--- src/rtl/enigma_pkg.sv ---
// Shared constants for the Enigma I subsystem: symbol encoding, rotor and
// reflector wiring tables, turnover notches and the sequencer state type.
package enigma_pkg;

  localparam int SW    = 6;
  localparam int DEPTH = 16;
  localparam int AW    = 4;

  localparam logic [SW-1:0] SYM_NONE = 6'd0;
  localparam logic [SW-1:0] SYM_A    = 6'd1;
  localparam logic [SW-1:0] SYM_Z    = 6'd26;

  typedef logic [4:0] letter_t;

  localparam letter_t ROT1_FWD [26] = '{
    5'd4, 5'd10, 5'd12, 5'd5, 5'd11, 5'd6, 5'd3, 5'd16, 5'd21, 5'd25, 5'd13, 5'd19, 5'd14,
    5'd22, 5'd24, 5'd7, 5'd23, 5'd20, 5'd18, 5'd15, 5'd0, 5'd8, 5'd1, 5'd17, 5'd2, 5'd9};
  localparam letter_t ROT1_INV [26] = '{
    5'd20, 5'd22, 5'd24, 5'd6, 5'd0, 5'd3, 5'd5, 5'd15, 5'd21, 5'd25, 5'd1, 5'd4, 5'd2,
    5'd10, 5'd12, 5'd19, 5'd7, 5'd23, 5'd18, 5'd11, 5'd17, 5'd8, 5'd13, 5'd16, 5'd14, 5'd9};
  localparam letter_t ROT2_FWD [26] = '{
    5'd0, 5'd9, 5'd3, 5'd10, 5'd18, 5'd8, 5'd17, 5'd20, 5'd23, 5'd1, 5'd11, 5'd7, 5'd22,
    5'd19, 5'd12, 5'd2, 5'd16, 5'd6, 5'd25, 5'd13, 5'd15, 5'd24, 5'd5, 5'd21, 5'd14, 5'd4};
  localparam letter_t ROT2_INV [26] = '{
    5'd0, 5'd9, 5'd15, 5'd2, 5'd25, 5'd22, 5'd17, 5'd11, 5'd5, 5'd1, 5'd3, 5'd10, 5'd14,
    5'd19, 5'd24, 5'd20, 5'd16, 5'd6, 5'd4, 5'd13, 5'd7, 5'd23, 5'd12, 5'd8, 5'd21, 5'd18};
  localparam letter_t ROT3_FWD [26] = '{
    5'd1, 5'd3, 5'd5, 5'd7, 5'd9, 5'd11, 5'd2, 5'd15, 5'd17, 5'd19, 5'd23, 5'd21, 5'd25,
    5'd13, 5'd24, 5'd4, 5'd8, 5'd22, 5'd6, 5'd0, 5'd10, 5'd12, 5'd20, 5'd18, 5'd16, 5'd14};
  localparam letter_t ROT3_INV [26] = '{
    5'd19, 5'd0, 5'd6, 5'd1, 5'd15, 5'd2, 5'd18, 5'd3, 5'd16, 5'd4, 5'd20, 5'd5, 5'd21,
    5'd13, 5'd25, 5'd7, 5'd24, 5'd8, 5'd23, 5'd9, 5'd22, 5'd11, 5'd17, 5'd10, 5'd14, 5'd12};
  localparam letter_t REFL_B [26] = '{
    5'd24, 5'd17, 5'd20, 5'd7, 5'd16, 5'd18, 5'd11, 5'd3, 5'd15, 5'd23, 5'd13, 5'd6, 5'd14,
    5'd10, 5'd12, 5'd8, 5'd4, 5'd1, 5'd5, 5'd25, 5'd2, 5'd22, 5'd21, 5'd9, 5'd0, 5'd19};

  // Turnover letters Q, E, V as 0-based positions.
  localparam letter_t NOTCH_I   = 5'd16;
  localparam letter_t NOTCH_II  = 5'd4;
  localparam letter_t NOTCH_III = 5'd21;

  typedef enum logic [2:0] {LOAD, RD, SEND, CAPT, DONE} state_t;

  function automatic letter_t add26(input letter_t a, input letter_t b);
    logic [5:0] s;
    s = {1'b0, a} + {1'b0, b};
    return (s >= 6'd26) ? letter_t'(s - 6'd26) : letter_t'(s);
  endfunction

  function automatic letter_t sub26(input letter_t a, input letter_t b);
    logic [5:0] s;
    s = {1'b0, a} + 6'd26 - {1'b0, b};
    return (s >= 6'd26) ? letter_t'(s - 6'd26) : letter_t'(s);
  endfunction

endpackage

--- src/rtl/enigma_cipher_core.sv ---
// Three-rotor Enigma I core: steps on each valid symbol (with double-step),
// enciphers with the post-step positions and registers the result.
module enigma_cipher_core
  import enigma_pkg::*;
(
  input  logic          clk_i,
  input  logic          rst_i,
  input  logic [SW-1:0] in_symb_i,
  output logic [SW-1:0] out_symb_o
);

  letter_t pos_l, pos_m, pos_r;
  letter_t nxt_l, nxt_m, nxt_r;
  letter_t c0, c1, c2, c3, c4, c5, c6, c7;
  logic    valid;
  logic    mid_notch;

  always_comb begin
    valid     = (in_symb_i >= SYM_A) && (in_symb_i <= SYM_Z);
    mid_notch = (pos_m == NOTCH_II);
    nxt_r     = add26(pos_r, 5'd1);
    // Middle rotor at its notch drags itself and the left rotor along.
    nxt_m     = (mid_notch || (pos_r == NOTCH_III)) ? add26(pos_m, 5'd1) : pos_m;
    nxt_l     = mid_notch ? add26(pos_l, 5'd1) : pos_l;

    c0 = valid ? letter_t'(in_symb_i - SYM_A) : '0;
    c1 = sub26(ROT3_FWD[add26(c0, nxt_r)], nxt_r);
    c2 = sub26(ROT2_FWD[add26(c1, nxt_m)], nxt_m);
    c3 = sub26(ROT1_FWD[add26(c2, nxt_l)], nxt_l);
    c4 = REFL_B[c3];
    c5 = sub26(ROT1_INV[add26(c4, nxt_l)], nxt_l);
    c6 = sub26(ROT2_INV[add26(c5, nxt_m)], nxt_m);
    c7 = sub26(ROT3_INV[add26(c6, nxt_r)], nxt_r);
  end

  always_ff @(posedge clk_i) begin
    if (rst_i) begin
      pos_l      <= '0;
      pos_m      <= '0;
      pos_r      <= '0;
      out_symb_o <= SYM_NONE;
    end else if (valid) begin
      pos_l      <= nxt_l;
      pos_m      <= nxt_m;
      pos_r      <= nxt_r;
      out_symb_o <= {1'b0, c7} + SYM_A;
    end else begin
      out_symb_o <= SYM_NONE;
    end
  end

endmodule

--- src/rtl/enigma_system.sv ---
// Enigma subsystem top: plaintext RAM, ciphertext RAM and the sequencer that
// streams symbols 0..N-1 through the cipher core, three cycles per symbol.
module enigma_system
  import enigma_pkg::*;
(
  input  logic          clk_i,
  input  logic          rst_i,
  input  logic [AW-1:0] symb_numb,
  input  logic          dr_we_i,
  input  logic [SW-1:0] dr_data_i,
  input  logic [AW-1:0] dr_addr_i,
  output logic [SW-1:0] dr_data_o,
  output logic [SW-1:0] fr_data_o
);

  logic [SW-1:0] dmem [DEPTH];
  logic [SW-1:0] fmem [DEPTH];

  state_t        state, state_nxt;
  logic [AW-1:0] wr_cnt, idx;
  logic [SW-1:0] cur_symb, core_in, core_out;
  logic          load_wr, fetch, capt_wr, last_load, last_capt;

  always_ff @(posedge clk_i) begin
    if (rst_i) state <= LOAD;
    else       state <= state_nxt;
  end

  always_comb begin
    state_nxt = state;
    core_in   = SYM_NONE;
    load_wr   = 1'b0;
    fetch     = 1'b0;
    capt_wr   = 1'b0;
    // 5-bit compares so symb_numb=0 can never match a count.
    last_load = ({1'b0, wr_cnt} + 5'd1) == {1'b0, symb_numb};
    last_capt = ({1'b0, idx} + 5'd1) == {1'b0, symb_numb};
    case (state)
      LOAD: begin
        if (dr_we_i) begin
          load_wr = 1'b1;
          if (last_load) state_nxt = RD;
        end
      end
      RD: begin
        fetch     = 1'b1;
        state_nxt = SEND;
      end
      SEND: begin
        core_in   = cur_symb;
        state_nxt = CAPT;
      end
      CAPT: begin
        capt_wr   = 1'b1;
        state_nxt = last_capt ? DONE : RD;
      end
      DONE:    state_nxt = DONE;
      default: state_nxt = LOAD;
    endcase
  end

  always_ff @(posedge clk_i) begin
    if (rst_i) begin
      for (int i = 0; i < DEPTH; i++) begin
        dmem[i] <= '0;
        fmem[i] <= '0;
      end
      dr_data_o <= '0;
      fr_data_o <= '0;
      wr_cnt    <= '0;
      idx       <= '0;
      cur_symb  <= '0;
    end else begin
      dr_data_o <= dmem[dr_addr_i];
      fr_data_o <= fmem[dr_addr_i];
      if (load_wr) begin
        dmem[dr_addr_i] <= dr_data_i;
        wr_cnt          <= wr_cnt + 4'd1;
        if (last_load) idx <= '0;
      end
      if (fetch) cur_symb <= dmem[idx];
      if (capt_wr) begin
        fmem[idx] <= core_out;
        idx       <= idx + 4'd1;
      end
    end
  end

  enigma_cipher_core u_core (
    .clk_i      (clk_i),
    .rst_i      (rst_i),
    .in_symb_i  (core_in),
    .out_symb_o (core_out)
  );

endmodule

--- config.mk ---
export PLATFORM = sky130hd
export DESIGN_NAME = enigma_system
export DESIGN_NICKNAME = d
export VERILOG_FILES = /design/src/rtl/enigma_pkg.sv /design/src/rtl/enigma_cipher_core.sv /design/src/rtl/enigma_system.sv
export SDC_FILE = /design/constraint.sdc
export NUM_CORES = 1
export LEC_CHECK = 0
export ABC_AREA = 1
export CAP_MARGIN = 20
export CORE_MARGIN = 2
export CORE_UTILIZATION = 50
export DETAILED_ROUTE_END_ITERATION = 8
export GPL_ROUTABILITY_DRIVEN = 0
export PLACE_DENSITY_LB_ADDON = 0.25
export RECOVER_POWER = 100
export SLEW_MARGIN = 20
export SYNTH_ARGS = -nofsm -noshare
export SYNTH_HDL_FRONTEND = slang
export SYNTH_HIERARCHICAL = 1
export SYNTH_SLANG_ARGS = --single-unit
--- constraint.sdc ---
create_clock -name clk_i -period 40.3 [get_ports clk_i]
set_input_delay 4.03 -clock clk_i [delete_from_list [all_inputs] [get_ports clk_i]]
set_output_delay 4.03 -clock clk_i [all_outputs]
set_load 0.05 [all_outputs]
== Yosys cells after proc, flatten, opt, wreduce, memory -nomap -nowiden ==
Memories as Yosys holds them, arrays and structs flattened. A register that Yosys moved wholly into a read port is not among the register bits.
Index checks and enable logic that the tools add are counted.
Operators by class
  $lt $le $gt $ge: 24
  reductions and logical operators: 10
  $add $sub $neg: 42
  bitwise logic cells: 8
  mux-type cells: 58
  eq/ne operators: 10
Operators with widths (count)
  $mux W5: 32
  $ge A6 B5 Y1 const B: 15
  $sub A5 B5 Y5 const B: 15
  $ge A6 B6 Y1 const B: 7
  $not A5 Y6: 7
  $add A5 B5 Y6: 6
  $add A5 B5 Y6 const B: 6
  $sub A6 B5 Y6: 6
  $add A5 B1 Y6 const B: 4
  $mux W4: 5
  $mux W6: 3
  $pmux W3 S5: 1
  $mux W1: 14
  $reduce_or A6 Y1: 2
  $add A4 B1 Y5 const B: 2
  $eq A5 B4 Y1: 2
  $mux W3: 3
  $add A4 B1 Y4 const B: 2
  $eq A3 B2 Y1 const B: 2
  $ge A6 B1 Y1 const B: 1
  $le A6 B5 Y1 const B: 1
  $eq A5 B3 Y1 const B: 1
  $eq A5 B5 Y1 const B: 1
  $sub A5 B1 Y5 const B: 1
  10 further kinds: 13
Storage, ports and cells
  flip-flop bits (word level): 32
  memory bits (writable): 192
  memories: 9
  input port bits: 17
  bits in read-only memories: 1120
  output and inout bits: 12
  word-level logic and storage cells: 168
Memory list
  (name not given): depth 32, bits a word 5, read ports 1, clocked after memory_dff 0, wr ports 0, line enigma_cipher_core.sv:33  | c7 = sub26(ROT3_INV[add26(c6, nxt_r)], nxt_r);
  (name not given): depth 32, bits a word 5, read ports 1, clocked after memory_dff 0, wr ports 0, line enigma_cipher_core.sv:32  | c6 = sub26(ROT2_INV[add26(c5, nxt_m)], nxt_m);
  (name not given): depth 32, bits a word 5, read ports 1, clocked after memory_dff 0, wr ports 0, line enigma_cipher_core.sv:27  | c1 = sub26(ROT3_FWD[add26(c0, nxt_r)], nxt_r);
  (name not given): depth 32, bits a word 5, read ports 1, clocked after memory_dff 0, wr ports 0, line enigma_cipher_core.sv:28  | c2 = sub26(ROT2_FWD[add26(c1, nxt_m)], nxt_m);
  (name not given): depth 32, bits a word 5, read ports 1, clocked after memory_dff 0, wr ports 0, line enigma_cipher_core.sv:29  | c3 = sub26(ROT1_FWD[add26(c2, nxt_l)], nxt_l);
  (name not given): depth 32, bits a word 5, read ports 1, clocked after memory_dff 0, wr ports 0, line enigma_cipher_core.sv:30  | c4 = REFL_B[c3];
  3 more memories

== Depth between registers and ports, before layout ==
  depth after elaboration: 76
  gate-level depth with buffers: 189
  depth with buffers taken out: 188

== Hierarchy ==
The synthesis kept the hierarchy.
Modules (own cells, without submodules)
  enigma_system: cells each 1115, instances 1, area an instance 10428.8 µm², seq. area each 6346.1 µm²
  enigma_cipher_core: cells each 1177, instances 1, area an instance 7439.6 µm², seq. area each 420.4 µm²

== Worst setup path after synthesis ==
Ideal clock, no wire load.
  kind: register to register
  from: register state[2]
  to: register u_core.out_symb_o[4]
  clock period less this slack: 24.701 ns
  buffers on the path: 1
  setup time: 0.120 ns
  stages on the path, launching flop included: 170
  arrival time: 24.582 ns
  path slack: 15.599 ns
  required time: 40.180 ns
  cells stage by stage: dfxtp_1 -> inv_1 -> nand3_1 -> nor2_1 -> inv_1 -> ha_1 -> nand2_1 -> nor2_1 -> inv_1 -> o31ai_2 -> clkbuf_1 -> nor2_1 -> ha_1 -> fa_1 -> nand3_1 -> nand2_1 -> xor2_1 -> nand3_2 -> (+134 left out) -> nand2_1 -> inv_1 -> ha_1 -> inv_1 -> ha_1 -> fa_1 -> nand3_1 -> nand2_1 -> xnor2_2 -> nand3_1 -> nand3_1 -> nand2_1 -> and2_1 -> ha_1 -> nand3_1 -> inv_1 -> nand3_1 -> a21oi_1
Between the ends
  word-level cells in the longest chain between the ends: 76
  elaborated cells between the ends (all ways): 92
  those cells by class: 32 x add/sub; 14 x order compare; 1 x eq/ne; 28 x mux; 8 x bitwise; 2 x reduce/logical; 7 x memory
Ends and longest elaborated chain
  from (decl): line enigma_system.sv:19  | state_t state, state_nxt;
  from (signal assigned): line enigma_system.sv:26  | else state <= state_nxt;
  $eq A3 B2 Y1 (*): line enigma_system.sv:38  | case (state)
  $mux W6 (*): line enigma_system.sv:38
  named net core_in[0]: line enigma_system.sv:21  | logic [SW-1:0] cur_symb, core_in, core_out;
  $ge A6 B1 Y1 / $le A6 B5 Y1 (equally long branches): line enigma_cipher_core.sv:19  | valid = (in_symb_i >= SYM_A) && (in_symb_i <= SYM_Z);
  $logic_and A1 B1 Y1: line enigma_cipher_core.sv:19
  $mux W5: line enigma_cipher_core.sv:26  | c0 = valid ? letter_t'(in_symb_i - SYM_A) : '0;
  $add A5 B5 Y6: line enigma_pkg.sv:46  | s = {1'b0, a} + {1'b0, b};
  $sub A5 B5 Y5 / $ge A6 B5 Y1 (equally long branches): line enigma_pkg.sv:47  | return (s >= 6'd26) ? letter_t'(s - 6'd26) : letter_t'(s);
  (+60 left out)
  $not A5 Y6 (not written as such): line enigma_cipher_core.sv:33
  $mem_v2 Z32 W5
  $mux W5 (not written as such) (2 in series): line enigma_cipher_core.sv:33
  $add A5 B5 Y6: line enigma_pkg.sv:52  | s = {1'b0, a} + 6'd26 - {1'b0, b};
  $sub A6 B5 Y6: line enigma_pkg.sv:52
  $sub A5 B5 Y5 / $ge A6 B5 Y1 (equally long branches): line enigma_pkg.sv:53  | return (s >= 6'd26) ? letter_t'(s - 6'd26) : letter_t'(s);
  $mux W5: line enigma_pkg.sv:53
  $add A5 B1 Y6: line enigma_cipher_core.sv:46  | out_symb_o <= {1'b0, c7} + SYM_A;
  to (signal assigned): line enigma_cipher_core.sv:46
  to (decl): line enigma_cipher_core.sv:9  | output logic [SW-1:0] out_symb_o
Mark *: on every way through the listed nets, which the timed path passes. The rest lies on a longest branch. The select of a mux whose other input is x is not followed.
A chain may end at the register's enable or synchronous reset.

== Worst setup path after layout ==
Same ends and word-level chain as after synthesis.

==> results.md <==
- Outcome: complete, but fails checks
- Failing checks: capacitance limit, slew limit
- Synth area leader: edfxtp_1
- Core ar.: 0.03540 mm2
- GRT Util Overall: 0.2399
- Post-CTS setup buffer count: 0
- Initial DRC Count: approximately 1.5k
- # DRC: 0
- Die height: a little under 200 um
- Crit start category: flop
- DRT Pass-1 Iters: 5
- Synth cell types: 54
- Most used cell, CP: nand2_1
- RSZ-0062 raised after global routing: no
- Hold path cells: 3
- Layout cell share with drive strength beyond 1: 0.05788
- Minimum clock period: approximately 28 ns
- Ant. Diodes: 0
- Final Hold Vio Count: 0
- Max-slew violations: ~120
- Post-DP HPWL: 32,720 um
- Ys async rst share: 0
- Area growth syn-to-layout: 7.934%
- Vias per cell: 5.590
- H-tree depth: 1
- Die area: approximately 0.037 mm2
- Final setup violation count: 0
- Final period utilization: 0.7015
- Detail Route Antenna Nets: 0
- Mean Syn Cell Area: 7.796 um2
- Initial antenna violation count: 3
- Syn Nets: between 2k and 2.5k
- Storage element area: slightly below 0.007 mm2
- Worst path slowest cell: clkbuf_1
- Number of global-route vias before repair: roughly 14k
- CTS root buf: clkbuf_16
- Vias after detailed routing: about 16k
- Row cnt: between 60 and 70
- Worst-path clk slew: approximately 0.06 ns
- Max-cap viol count: 3
- Mapped Area: roughly 0.018 mm2
- # fillers: between 3k and 4k
- Synth top area share: 0.3227
- Setup Crit Path Kind: reg -> reg
- Worst-Margin Slew: between 1.5 and 2 ns
- Area of the multi-input gates: between 0.009 and 0.01 mm2
- Seq/Total Area, Yosys: 0.3787
- Total CTS buffers: 25
- Initial Utilization: 0.5048
- DR WL/cell: 16.31 um
- Worst Path Arrival: about 29 ns
- Reg2Reg Depth: between 150 and 200
- Fmax: 35.37 MHz
- Top cells by area, synth: edfxtp_1, nand2_1, ha_1, nor2_1, inv_1
- CTS resizes: 0
- Max_slew headroom: -0.3222
- # clock sinks: approximately 240
- Grt ovf: 0
- Worst Hold Class: reg -> reg
- Clk Latency, worst-skew pair: ~0.54 ns
- Clock skew: about 0.014 ns
- Nets@finish: 2,480
- Max stage delay on crit path: 0.69 ns
- Final setup TNS: 0 ns
- Main flop type after synthesis: edfxtp_1
- CTS tree: built
- Worst EP required: a little over 40 ns
- #FFs+latches synth: around 240
- WL final: ~45,000 um
- Largest net degree at the start of global routing: 57
- Max FO, Critical Path: 24
- CP Capture Type: flop
- Longest Clk Path Bufs: 3
- First-pass GRT wire length: between 70,000 and 80,000 um
- # IOs: 29
- Synth warn: 6
- Gate Count Post-Synth: around 2.3k
- # hold bufs at CTS: 0
- # port buffers: 28
- Hold Worst Slack: 0.5291 ns
- Number of synthesized flops with an enable pin: approximately 190
- Die width: just under 200 um
-- per-stage QoR --
stage          instance area (um2)  cells    util  worst slack [ns]
2_1_floorplan                17870   2292       -             15.60
3_3_place_gp                 18580   2730  0.5249             14.13
3_5_place_dp                 18580   2730  0.5250             12.99
4_1_cts                      19370   2776  0.5472             12.90
5_1_grt                      19290   2776  0.5449             9.245
6_report                     19290   2776  0.5449             12.03
-- layout make-up --
type	count	area share
Inverter	283	0.05547
Clock inverter	4	0.001427
Timing Repair Buffer	45	0.02057
Multi-Input combinational cell	1699	0.5025
Clock buffer	42	0.03931
Sequential cell	242	0.3508
Tap cell	461	0.02991
-- worst paths after layout --
kind	from	to	slack, ns
max	state[2]$_SDFFE_PP0P_	u_core/out_symb_o[4]$_SDFF_PP0_	12.03
min	state[0]$_SDFFE_PP0P_	state[0]$_SDFFE_PP0P_	0.53
min reg2reg	state[0]$_SDFFE_PP0P_	state[0]$_SDFFE_PP0P_	0.53
max reg2reg	state[2]$_SDFFE_PP0P_	u_core/out_symb_o[4]$_SDFF_PP0_	12.03
-- layer usage --
| metal | up-vias | global-route usage | share of wire |
|---|---|---|---|
| met1 | 7243 | 0.3297 | 0.44 |
| met3 | 86 | 0.03330 | 0.077 |
| li1 | 7623 | - | - |
| met5 | - | 0 | 0.00022 |
| met2 | 565 | 0.3982 | 0.46 |
| met4 | 2 | 0.06381 | 0.023 |
-- worst max-delay path, delay by kind of cell (launching register included) --
family	cells	cell delay [ns]
flops	1	0.43
fa+ha+maj	33	9.71
buf+inv	24	2.55
simple gates	82	9.69
compound gates	13	2.36
xor+xnor	16	3.51
-- synth_stat cells (40+ instances only) --
| master | count |
|---|---|
| a21oi_1 | 70 |
| a22oi_1 | 96 |
| clkbuf_1 | 44 |
| dfxtp_1 | 50 |
| edfxtp_1 | 192 |
| ha_1 | 155 |
| inv_1 | 267 |
| nand2_1 | 524 |
| nand3_1 | 154 |
| nor2_1 | 346 |
| o21ai_0 | 118 |
| xor2_1 | 40 |
-- layout by cell type (no fill, tap or decap), types with 3 or more instances in the layout --
cell | Yosys | final
a21o_1 | 3 | 3
a21oi_1 | 70 | 70
a21oi_2 | 3 | 3
a22oi_1 | 96 | 96
a31oi_1 | 3 | 3
buf_4 | 5 | 14
clkbuf_1 | 44 | 11
clkbuf_16 | 0 | 27
clkbuf_2 | 0 | 5
clkdlybuf4s50_1 | 0 | 14
dfxtp_1 | 50 | 50
dlygate4sd3_1 | 0 | 14
edfxtp_1 | 192 | 192
fa_1 | 12 | 12
ha_1 | 155 | 155
inv_1 | 267 | 270
inv_2 | 13 | 10
nand2_1 | 524 | 525
nand2_2 | 21 | 21
nand2_4 | 8 | 7
nand3_1 | 154 | 157
nand3_2 | 10 | 7
nand3b_1 | 11 | 11
nand4_1 | 16 | 16
nor2_1 | 346 | 350
nor2_4 | 4 | 5
nor3_1 | 5 | 6
o211ai_1 | 7 | 7
o21ai_0 | 118 | 117
o21ai_1 | 9 | 10
o21bai_1 | 4 | 4
o22ai_1 | 24 | 24
or2_2 | 6 | 6
xnor2_1 | 16 | 16
xor2_1 | 40 | 40
xor2_2 | 4 | 4
-- cell families after synthesis --
kind of cell,share of synthesized area
flops,0.3787
xor+xnor,0.03354
buf+inv,0.07647
fa+ha+maj,0.1220
simple gates,0.2683
compound gates,0.1199
mux,0.001120
-- flip-flops by register name, indices dropped and copies added (netlist names), 4 cells and up --
signal,count
cur_symb,6
dmem,96
dr_data_o,6
fmem,96
fr_data_o,6
idx,4
u_core/out_symb_o,6
u_core/pos_l,5
u_core/pos_m,5
u_core/pos_r,5
wr_cnt,4
Power is left out: the tool's default activity adds up to more than one toggle a clock period on the data nets, which glitch-free logic cannot reach.
